### config.mk
export PLATFORM = sky130hd
export DESIGN_NAME = adc_sample_sequencer
export DESIGN_NICKNAME = d
export VERILOG_FILES = /design/src/rtl/adc_sample_sequencer.sv
export SDC_FILE = /design/constraint.sdc
export NUM_CORES = 1
export LEC_CHECK = 0
export ABC_AREA = 1
export CORE_MARGIN = 2
export CORE_UTILIZATION = 57
export DETAILED_ROUTE_END_ITERATION = 6
export PLACE_DENSITY_LB_ADDON = 0.12
export SYNTH_ARGS = -nofsm -noshare
export SYNTH_HDL_FRONTEND = slang
export SYNTH_SLANG_ARGS = --single-unit
### constraint.sdc
create_clock -name clk -period 4 [get_ports clk]
set_input_delay 0.6 -clock clk [delete_from_list [all_inputs] [get_ports clk]]
set_output_delay 0.6 -clock clk [all_outputs]
set_load 0.005 [all_outputs]
### src/rtl/adc_sample_sequencer.sv
// adc_sample_sequencer
// Paces the serial ADC receiver at a fixed sample rate. Each sample period it pulses
// adc_inicio_rx, waits for the receiver's done level, and captures the 12-bit word.
// The captured word goes into a one-entry valid/ready output register. Overruns and
// conversion timeouts are flagged.
//
// state     | meaning
// ----------+------------------------------------------------------------------
// IDLE      | sampling stopped; tick counter held at 0
// WAIT_TICK | waiting for the next sample-rate tick
// START     | adc_inicio_rx held high for START_LEN cycles
// WAIT_DONE | waiting for the synced done edge; aborts after TIMEOUT_CYC cycles
module adc_sample_sequencer #(
  parameter int SAMPLE_DIV  = 2268,
  parameter int START_LEN   = 16,
  parameter int TIMEOUT_CYC = 4096
) (
  input  logic        clk,
  input  logic        rst,
  input  logic        enable,
  input  logic        adc_rx_listo,
  input  logic [11:0] adc_paquete_bits,
  output logic        adc_inicio_rx,
  output logic [11:0] sample_data,
  output logic        sample_valid,
  input  logic        sample_ready,
  output logic [7:0]  overrun_cnt,
  output logic        timeout_err,
  output logic        busy
);

  localparam int TICK_W    = (SAMPLE_DIV > 1) ? $clog2(SAMPLE_DIV) : 1;
  localparam int PHASE_MAX = (START_LEN > TIMEOUT_CYC) ? START_LEN : TIMEOUT_CYC;
  localparam int PHASE_W   = (PHASE_MAX > 1) ? $clog2(PHASE_MAX) : 1;

  localparam logic [TICK_W-1:0]  TICK_LAST    = TICK_W'(SAMPLE_DIV - 1);
  localparam logic [PHASE_W-1:0] START_LOAD   = PHASE_W'(START_LEN - 1);
  localparam logic [PHASE_W-1:0] TIMEOUT_LOAD = PHASE_W'(TIMEOUT_CYC - 1);

  typedef enum logic [1:0] {
    IDLE      = 2'd0,
    WAIT_TICK = 2'd1,
    START     = 2'd2,
    WAIT_DONE = 2'd3
  } state_t;

  state_t state, state_nxt;

  logic [PHASE_W-1:0] phase_cnt, phase_nxt;
  logic [TICK_W-1:0]  tick_cnt;
  logic               tick;
  logic               listo_s1, listo_s2, listo_s3;
  logic               done_pulse;
  logic               capture;
  logic               timeout_hit;
  logic               overrun_evt;

  // The receiver's done level comes from the divided ADC clock, so it is resynchronized
  // here. The third flop holds the previous synced level for edge detection.
  always_ff @(posedge clk) begin
    if (rst) begin
      listo_s1 <= 1'b0;
      listo_s2 <= 1'b0;
      listo_s3 <= 1'b0;
    end else begin
      listo_s1 <= adc_rx_listo;
      listo_s2 <= listo_s1;
      listo_s3 <= listo_s2;
    end
  end

  assign done_pulse = listo_s2 & ~listo_s3;

  // Sample-rate divider: free-runs while enabled and is cleared whenever sampling stops.
  always_ff @(posedge clk) begin
    if (rst || !enable) begin
      tick_cnt <= '0;
    end else if (tick_cnt == TICK_LAST) begin
      tick_cnt <= '0;
    end else begin
      tick_cnt <= tick_cnt + TICK_W'(1);
    end
  end

  assign tick = enable && (tick_cnt == TICK_LAST);

  // Register for the state and the shared phase timer (start-pulse length, then timeout).
  always_ff @(posedge clk) begin
    if (rst) begin
      state     <= IDLE;
      phase_cnt <= '0;
    end else begin
      state     <= state_nxt;
      phase_cnt <= phase_nxt;
    end
  end

  // Next-state logic. Dropping enable overrides everything and aborts a conversion in flight.
  always_comb begin
    state_nxt   = state;
    phase_nxt   = phase_cnt;
    capture     = 1'b0;
    timeout_hit = 1'b0;
    if (!enable) begin
      state_nxt = IDLE;
    end else begin
      unique case (state)
        IDLE: begin
          state_nxt = WAIT_TICK;
        end
        WAIT_TICK: begin
          if (tick) begin
            state_nxt = START;
            phase_nxt = START_LOAD;
          end
        end
        START: begin
          if (phase_cnt == '0) begin
            state_nxt = WAIT_DONE;
            phase_nxt = TIMEOUT_LOAD;
          end else begin
            phase_nxt = phase_cnt - PHASE_W'(1);
          end
        end
        WAIT_DONE: begin
          if (done_pulse) begin
            capture   = 1'b1;
            state_nxt = WAIT_TICK;
          end else if (phase_cnt == '0) begin
            timeout_hit = 1'b1;
            state_nxt   = WAIT_TICK;
          end else begin
            phase_nxt = phase_cnt - PHASE_W'(1);
          end
        end
        default: begin
          state_nxt = IDLE;
        end
      endcase
    end
  end

  assign adc_inicio_rx = (state == START);
  assign busy          = (state == START) || (state == WAIT_DONE);

  // A tick that lands while a conversion is still running is dropped and counted,
  // as is a capture that overwrites an unconsumed sample. Both together count once.
  assign overrun_evt = (capture && sample_valid && !sample_ready) || (tick && busy);

  // Output slot and status flags. A new capture takes priority over the consumer's accept.
  always_ff @(posedge clk) begin
    if (rst) begin
      sample_data  <= '0;
      sample_valid <= 1'b0;
      overrun_cnt  <= '0;
      timeout_err  <= 1'b0;
    end else begin
      if (capture) begin
        sample_data  <= adc_paquete_bits;
        sample_valid <= 1'b1;
      end else if (sample_valid && sample_ready) begin
        sample_valid <= 1'b0;
      end
      if (overrun_evt && (overrun_cnt != 8'hFF)) begin
        overrun_cnt <= overrun_cnt + 8'd1;
      end
      if (timeout_hit) begin
        timeout_err <= 1'b1;
      end
    end
  end

endmodule
==> reports/metrics.csv, run 1 <==
metric,value,unit
status,finished clean,
hold endpoint,listo_s2,
first-pass GRT wire length,9090,um
register area share after synthesis,0.411,
Max Cap Violations,0,
top_reg_cell synth,dfxtp_1,
largest family of logic cells by synthesized area,simple AND/OR/NAND/NOR gates,
DP HPWL,3860,um
CTS buffer count,5,
final WL,5430,um
Slowest cell on crit path,clkdlybuf4s50_1,
DRC,0,
Syn-to-layout area delta,21.3,%
CP max stage delay,470,ps
Reg2Reg Capture Point,overrun_cnt[6],
hold crit path type,reg -> reg,
Worst setup SP type,flop,
Setup Skew,3.88,ps
DR iter-0 viols,107,
Simple-Gate Fraction of Synth Area,0.341,
Die H,70.0,um
Worst Reg2Reg Path Length in Cells,9,
"commonest non-fill, non-tap cell in the layout",nor2_1,
Worst path top cell family by delay,buffers and inverters,
Ys Warns,0,
distinct cell type count after synthesis,29,
Crit Path Class,reg -> out,
largest net degree at the start of global routing,20,
vias in the first global route,2120,
I/O Buffers,40,
grt total ovfl,0,
post-cts hold buffer count,0,
FILL cells,364,
Synth Area in Compound Gates,0.106,
io pins,41,
Final period util,0.640,
TritonCTS Sinks,51,
Placer Congestion,0.898,
vias per cell,5.22,
vias,2352,
CTS tree,built,
Clock Tree Root,clkbuf_8,
Fmax,391,MHz
WP buf/inv,3,
fin nets,424,
chip width,70.0,um
Critical Path End Type,primary output,
Final min period,2560,ps
remaining antenna violation count,0,
Syn Std Cell Area,0.00248,sq mm
#FFs+latches synth,51,
"CTS clk-pin slew, worst paths",90,ps
CP Data Required Time,3400,ps
Slew HR,0.655,
area of the multi-input gates,0.00130,sq mm
fraction of registers with async set/reset,0,
Tightest Pin Transition,517,ps
post-synthesis adder-cell area fraction,0.0453,
# resized after CTS,0,
number of flops mapped to enable cells by yosys,0,
Hold Path Stages,2,
First-pass DRT Iterations,4,
PwrDens,318,mW/mm^2
sequential cell area,0.00102,sq mm
syn_nets,382,
largest fanout on the critical path,10,
initial antenna violation count,0,
final setup TNS,0,ps
die area,0.00490,sq mm
Post-CTS Setup Bufs,0,
Total Routing Usage GR,0.225,
diode count,0,
Max H-tree Level,2,
crit-path cells,inv_1 > ha_1 > nor2_1 > inv_2 > clkdlybuf4s50_1,
CP Data Arrival Time,1960,ps
initial core utilization,0.583,
CTS Buffer Depth,2,
share of layout cells above drive strength 1,0.0576,
Post-Syn Instances,356,
Final setup viols,0,
Core Region,0.00426,sq mm
final hold viol count,0,
Wirelength per Cell,12.0,um
multiplexer share of the synthesized area,0,
total power,0.960,mW
"Avg Cell Area, Syn",6.98,sq um
most frequent cells in the layout,"78 x nor2_1, 58 x nand2_1, 51 x dfxtp_1, 40 x clkdlybuf4s50_1, 39 x nand3_1",
HP Start,listo_s1,
final-report max-slew violation count,0,
Rows,24,
WHS,417,ps
Reg2Reg Setup Slack,2180,ps
worst skew pair latency,300,ps
XOR/XNOR Fraction of Synth Area,0.0317,
worst vdd ir,195,uV
RSZ-0062 raised after global routing,no,
static leakage,1.22,nW
Crit Reg-Reg Startpoint,state[0],
-- worst reg2reg max path, stage by stage (launching register included) --
cell and delay, ps:
dfxtp_1 410, ha_1 250, nand2_1 110, nor2_1 120, buf_4 190, nand3_1 100
o21ai_2 210, nand2_4 140, o21ai_2 140, nor2_1 40
-- cells by family after synthesis --
| group | Yosys count |
|---|---|
| AO/OA/AOI/OAI | 50 |
| XOR/XNOR | 9 |
| adder cells (fa/ha/maj) | 9 |
| buffers and inverters | 41 |
| flip-flops | 51 |
| AND/OR/NAND/NOR | 196 |
-- layer usage --
layer	global-route usage	routed length (um)	vias to the layer above
met4	0.0620	52	0
met3	0.0447	179	6
met2	0.398	2700	38
li1	-	-	1228
met1	0.277	2500	1080
met5	0	0	-
-- area by class of cell --
type | instances | share of cell area
well taps | 52 | 0.0216
clock buffers | 6 | 0.0241
repair buffers | 42 | 0.138
flip-flops and latches | 51 | 0.339
multi-input cells | 264 | 0.432
inverters | 34 | 0.0423
clock inverters | 2 | 0.00415
-- per-stage QoR --
stage	cells	setup WS (ps)	area, sq um	util
final	451	1440	3020	0.707
after global routing	451	1330	3020	0.707
after CTS	451	1440	3020	0.707
after detailed placement	443	1620	2930	0.687
after global placement	443	1640	2930	0.687
after floorplan	356	2390	2480	-
-- synth_stat cells (all sizes together), types with 2 or more instances --
library cell   n  area share
nand2         60       0.095
buf            3      0.0081
nor3           3      0.0060
nor4           2      0.0050
nor2          83        0.13
xor2           4       0.014
ha             9       0.045
clkbuf         4      0.0060
a21oi         23       0.046
nand4          4       0.010
xnor2          5       0.018
or2            4       0.010
dfxtp         51        0.41
nand3         40       0.083
inv           33       0.050
o21ai         25       0.053
-- power breakdown --
part / switching [mW] / total (mW) / internal, mW / leakage [nW]
Combinational: 0.0825 / 0.139 / 0.0567 / 0.765
Sequential: 0.00747 / 0.523 / 0.516 / 0.412
Clock: 0.174 / 0.297 / 0.123 / 0.0412
-- worst max-delay path by stage --
stage                        endpoint  cells past startpoint  startpoint
after CTS                        busy                      5    state[0]
after global routing             busy                      5    state[0]
after detailed placement  tick_cnt[7]                      6         rst
final                            busy                      5    state[0]
after floorplan                  busy                      4    state[0]
after global placement    tick_cnt[7]                      6         rst
-- sequential cells by signal, summed over array words and instances, names as in the netlist --
register      flops
listo_s3          1
timeout_err       1
state             2
overrun_cnt       8
sample_valid      1
listo_s1          1
listo_s2          1
tick_cnt         12
sample_data      12
phase_cnt        12
No activity file was read; power rests on OpenSTA's default activity.
==> run 2: changes to the inputs <==
--- a/config.mk
+++ b/config.mk
@@ -7,7 +7,7 @@
 export LEC_CHECK = 0
 export ABC_AREA = 1
 export CORE_MARGIN = 2
-export CORE_UTILIZATION = 57
+export CORE_UTILIZATION = 53
 export DETAILED_ROUTE_END_ITERATION = 6
 export PLACE_DENSITY_LB_ADDON = 0.12
 export SYNTH_ARGS = -nofsm -noshare
==> constraint.sdc (replaced) <==
create_clock -name clk -period 2.4 [get_ports clk]
set_input_delay 0.36 -clock clk [delete_from_list [all_inputs] [get_ports clk]]
set_output_delay 0.36 -clock clk [all_outputs]
set_load 0.005 [all_outputs]
==> run 2 against run 1 <==
Effect of this change:
- global-route usage shrank 1.0 points
- sequential power grew 67%
- highest routed layer unchanged
- count of clock-buffer cells in the layout is the same
- cell area is essentially flat
- hold slack lost 5.7 ps
- die area grew 7.1%
- final cell count shrank 0.22%
- clock power grew 66%
==> reports/metrics.csv, run 2 (synthesis results as in run 1) <==
metric,value,unit
diode count,0,
DP HPWL,3810,um
Post-Place Setup Slack,415,ps
most frequent cells in the layout,"78 x nor2_1, 58 x nand2_1, 51 x dfxtp_1, 40 x clkdlybuf4s50_1, 39 x nand3_1",
final WL,5240,um
fin nets,424,
Crit Path Class,reg -> out,
Worst path top cell family by delay,buffers and inverters,
Worst setup SP type,flop,
Final setup viols,0,
Die H,72.5,um
first-pass GRT wire length,9050,um
status,finished clean,
vias,2370,
WP buf/inv,3,
"CTS clk-pin slew, worst paths",80,ps
Final Instance Count excl. Fillers,450,
Final period util,0.945,
CP Data Arrival Time,1910,ps
share of layout cells above drive strength 1,0.0578,
vias in the first global route,2124,
Rows,24,
initial core utilization,0.559,
final-report max-slew violation count,0,
Placer Congestion,0.878,
largest net degree at the start of global routing,20,
grt total ovfl,0,
CTS buffer count,5,
Core Region,0.00444,sq mm
Max H-tree Level,2,
Slew HR,0.657,
io pins,41,
die area,0.00525,sq mm
placed insts,443,
biggest regs,"phase_cnt (12), sample_data (12), tick_cnt (12)",
final setup TNS,0,ps
Wirelength per Cell,11.7,um
Post-CTS Setup Bufs,0,
DR iter-0 viols,140,
Tightest Pin Transition,513,ps
worst vdd ir,493,uV
initial antenna violation count,0,
CP max stage delay,470,ps
"commonest non-fill, non-tap cell in the layout",nor2_1,
DRC,0,
total power,1.59,mW
Critical Path End Type,primary output,
chip width,72.5,um
CTS tree,built,
fin util,0.679,
Max Cap Violations,0,
worst skew pair latency,300,ps
Slowest cell on crit path,clkdlybuf4s50_1,
First-pass DRT Iterations,5,
crit-path cells,inv_1 > ha_1 > nor2_1 > inv_2 > clkdlybuf4s50_1,
RSZ-0062 raised after global routing,no,
remaining antenna violation count,0,
vias per cell,5.27,
final hold viol count,0,
post-cts hold buffer count,0,
Fmax,441,MHz
Final min period,2270,ps
CP Data Required Time,2040,ps
Clock Tree Root,clkbuf_8,
PwrDens,528,mW/mm^2
# resized after CTS,0,
Setup Skew,3.33,ps
CTS Buffer Depth,2,
I/O Buffers,40,
largest fanout on the critical path,10,
Syn-to-layout area delta,21.4,%
setup slack after layout,132,ps
TritonCTS Sinks,51,
hold crit path type,reg -> reg,
static leakage,1.22,nW
Total Routing Usage GR,0.214,
==> run 2: cell count changes in the layout (fill, tap and decap cells not counted) <==
cell,delta
clkinvlp_4,-1
clkbuf_8,+1
clkbuf_1,-1
==> run 2: final timing paths <==
kind                    start           end  slack (ps)  cells past startpoint
setup / recovery     state[0]          busy         130                      5
hold / removal       listo_s1      listo_s2         410                      2
setup reg to reg  tick_cnt[0]  phase_cnt[3]         610                      8
hold reg to reg      listo_s1      listo_s2         410                      2
==> run 2: final cells by class <==
cell class                 count  area (sq um)
fill                         399          1430
multi-input combinational    264          1300
sequential                    51          1020
timing repair buffer          42           415
inverter                      34           128
clock buffer                   6          82.6
tap                           52          65.1
clock inverter                 1          5.00
==> run 2: worst reg2reg max path: cells and delay by family (launching register included) <==
kind	cells	cell delay, ps
AND/OR/NAND/NOR	7	1110
flip-flops	1	360
adder cells (fa/ha/maj)	1	200
==> run 2: metrics by stage <==
stage	hold slack [ps]	cell area, sq um
3_5_place_dp	399	2930
5_1_grt	436	3020
2_1_floorplan	388	2480
3_3_place_gp	400	2930
4_1_cts	411	3020
6_report	412	3020
==> run 2: where the power goes <==
part	internal, mW	leakage, nW	total, mW	switching (mW)
clock network	0.227	0.0470	0.494	0.268
logic	0.0945	0.765	0.228	0.134
registers	0.860	0.412	0.872	0.0121
==> run 2: routing by layer <==
layer / routed length [um] / track usage / part of all wire
met1: 2420 / 0.271 / 0.46
met2: 2500 / 0.360 / 0.48
met3: 258 / 0.0514 / 0.049
met4: 63 / 0.0720 / 0.012
met5: 0 / 0 / 0
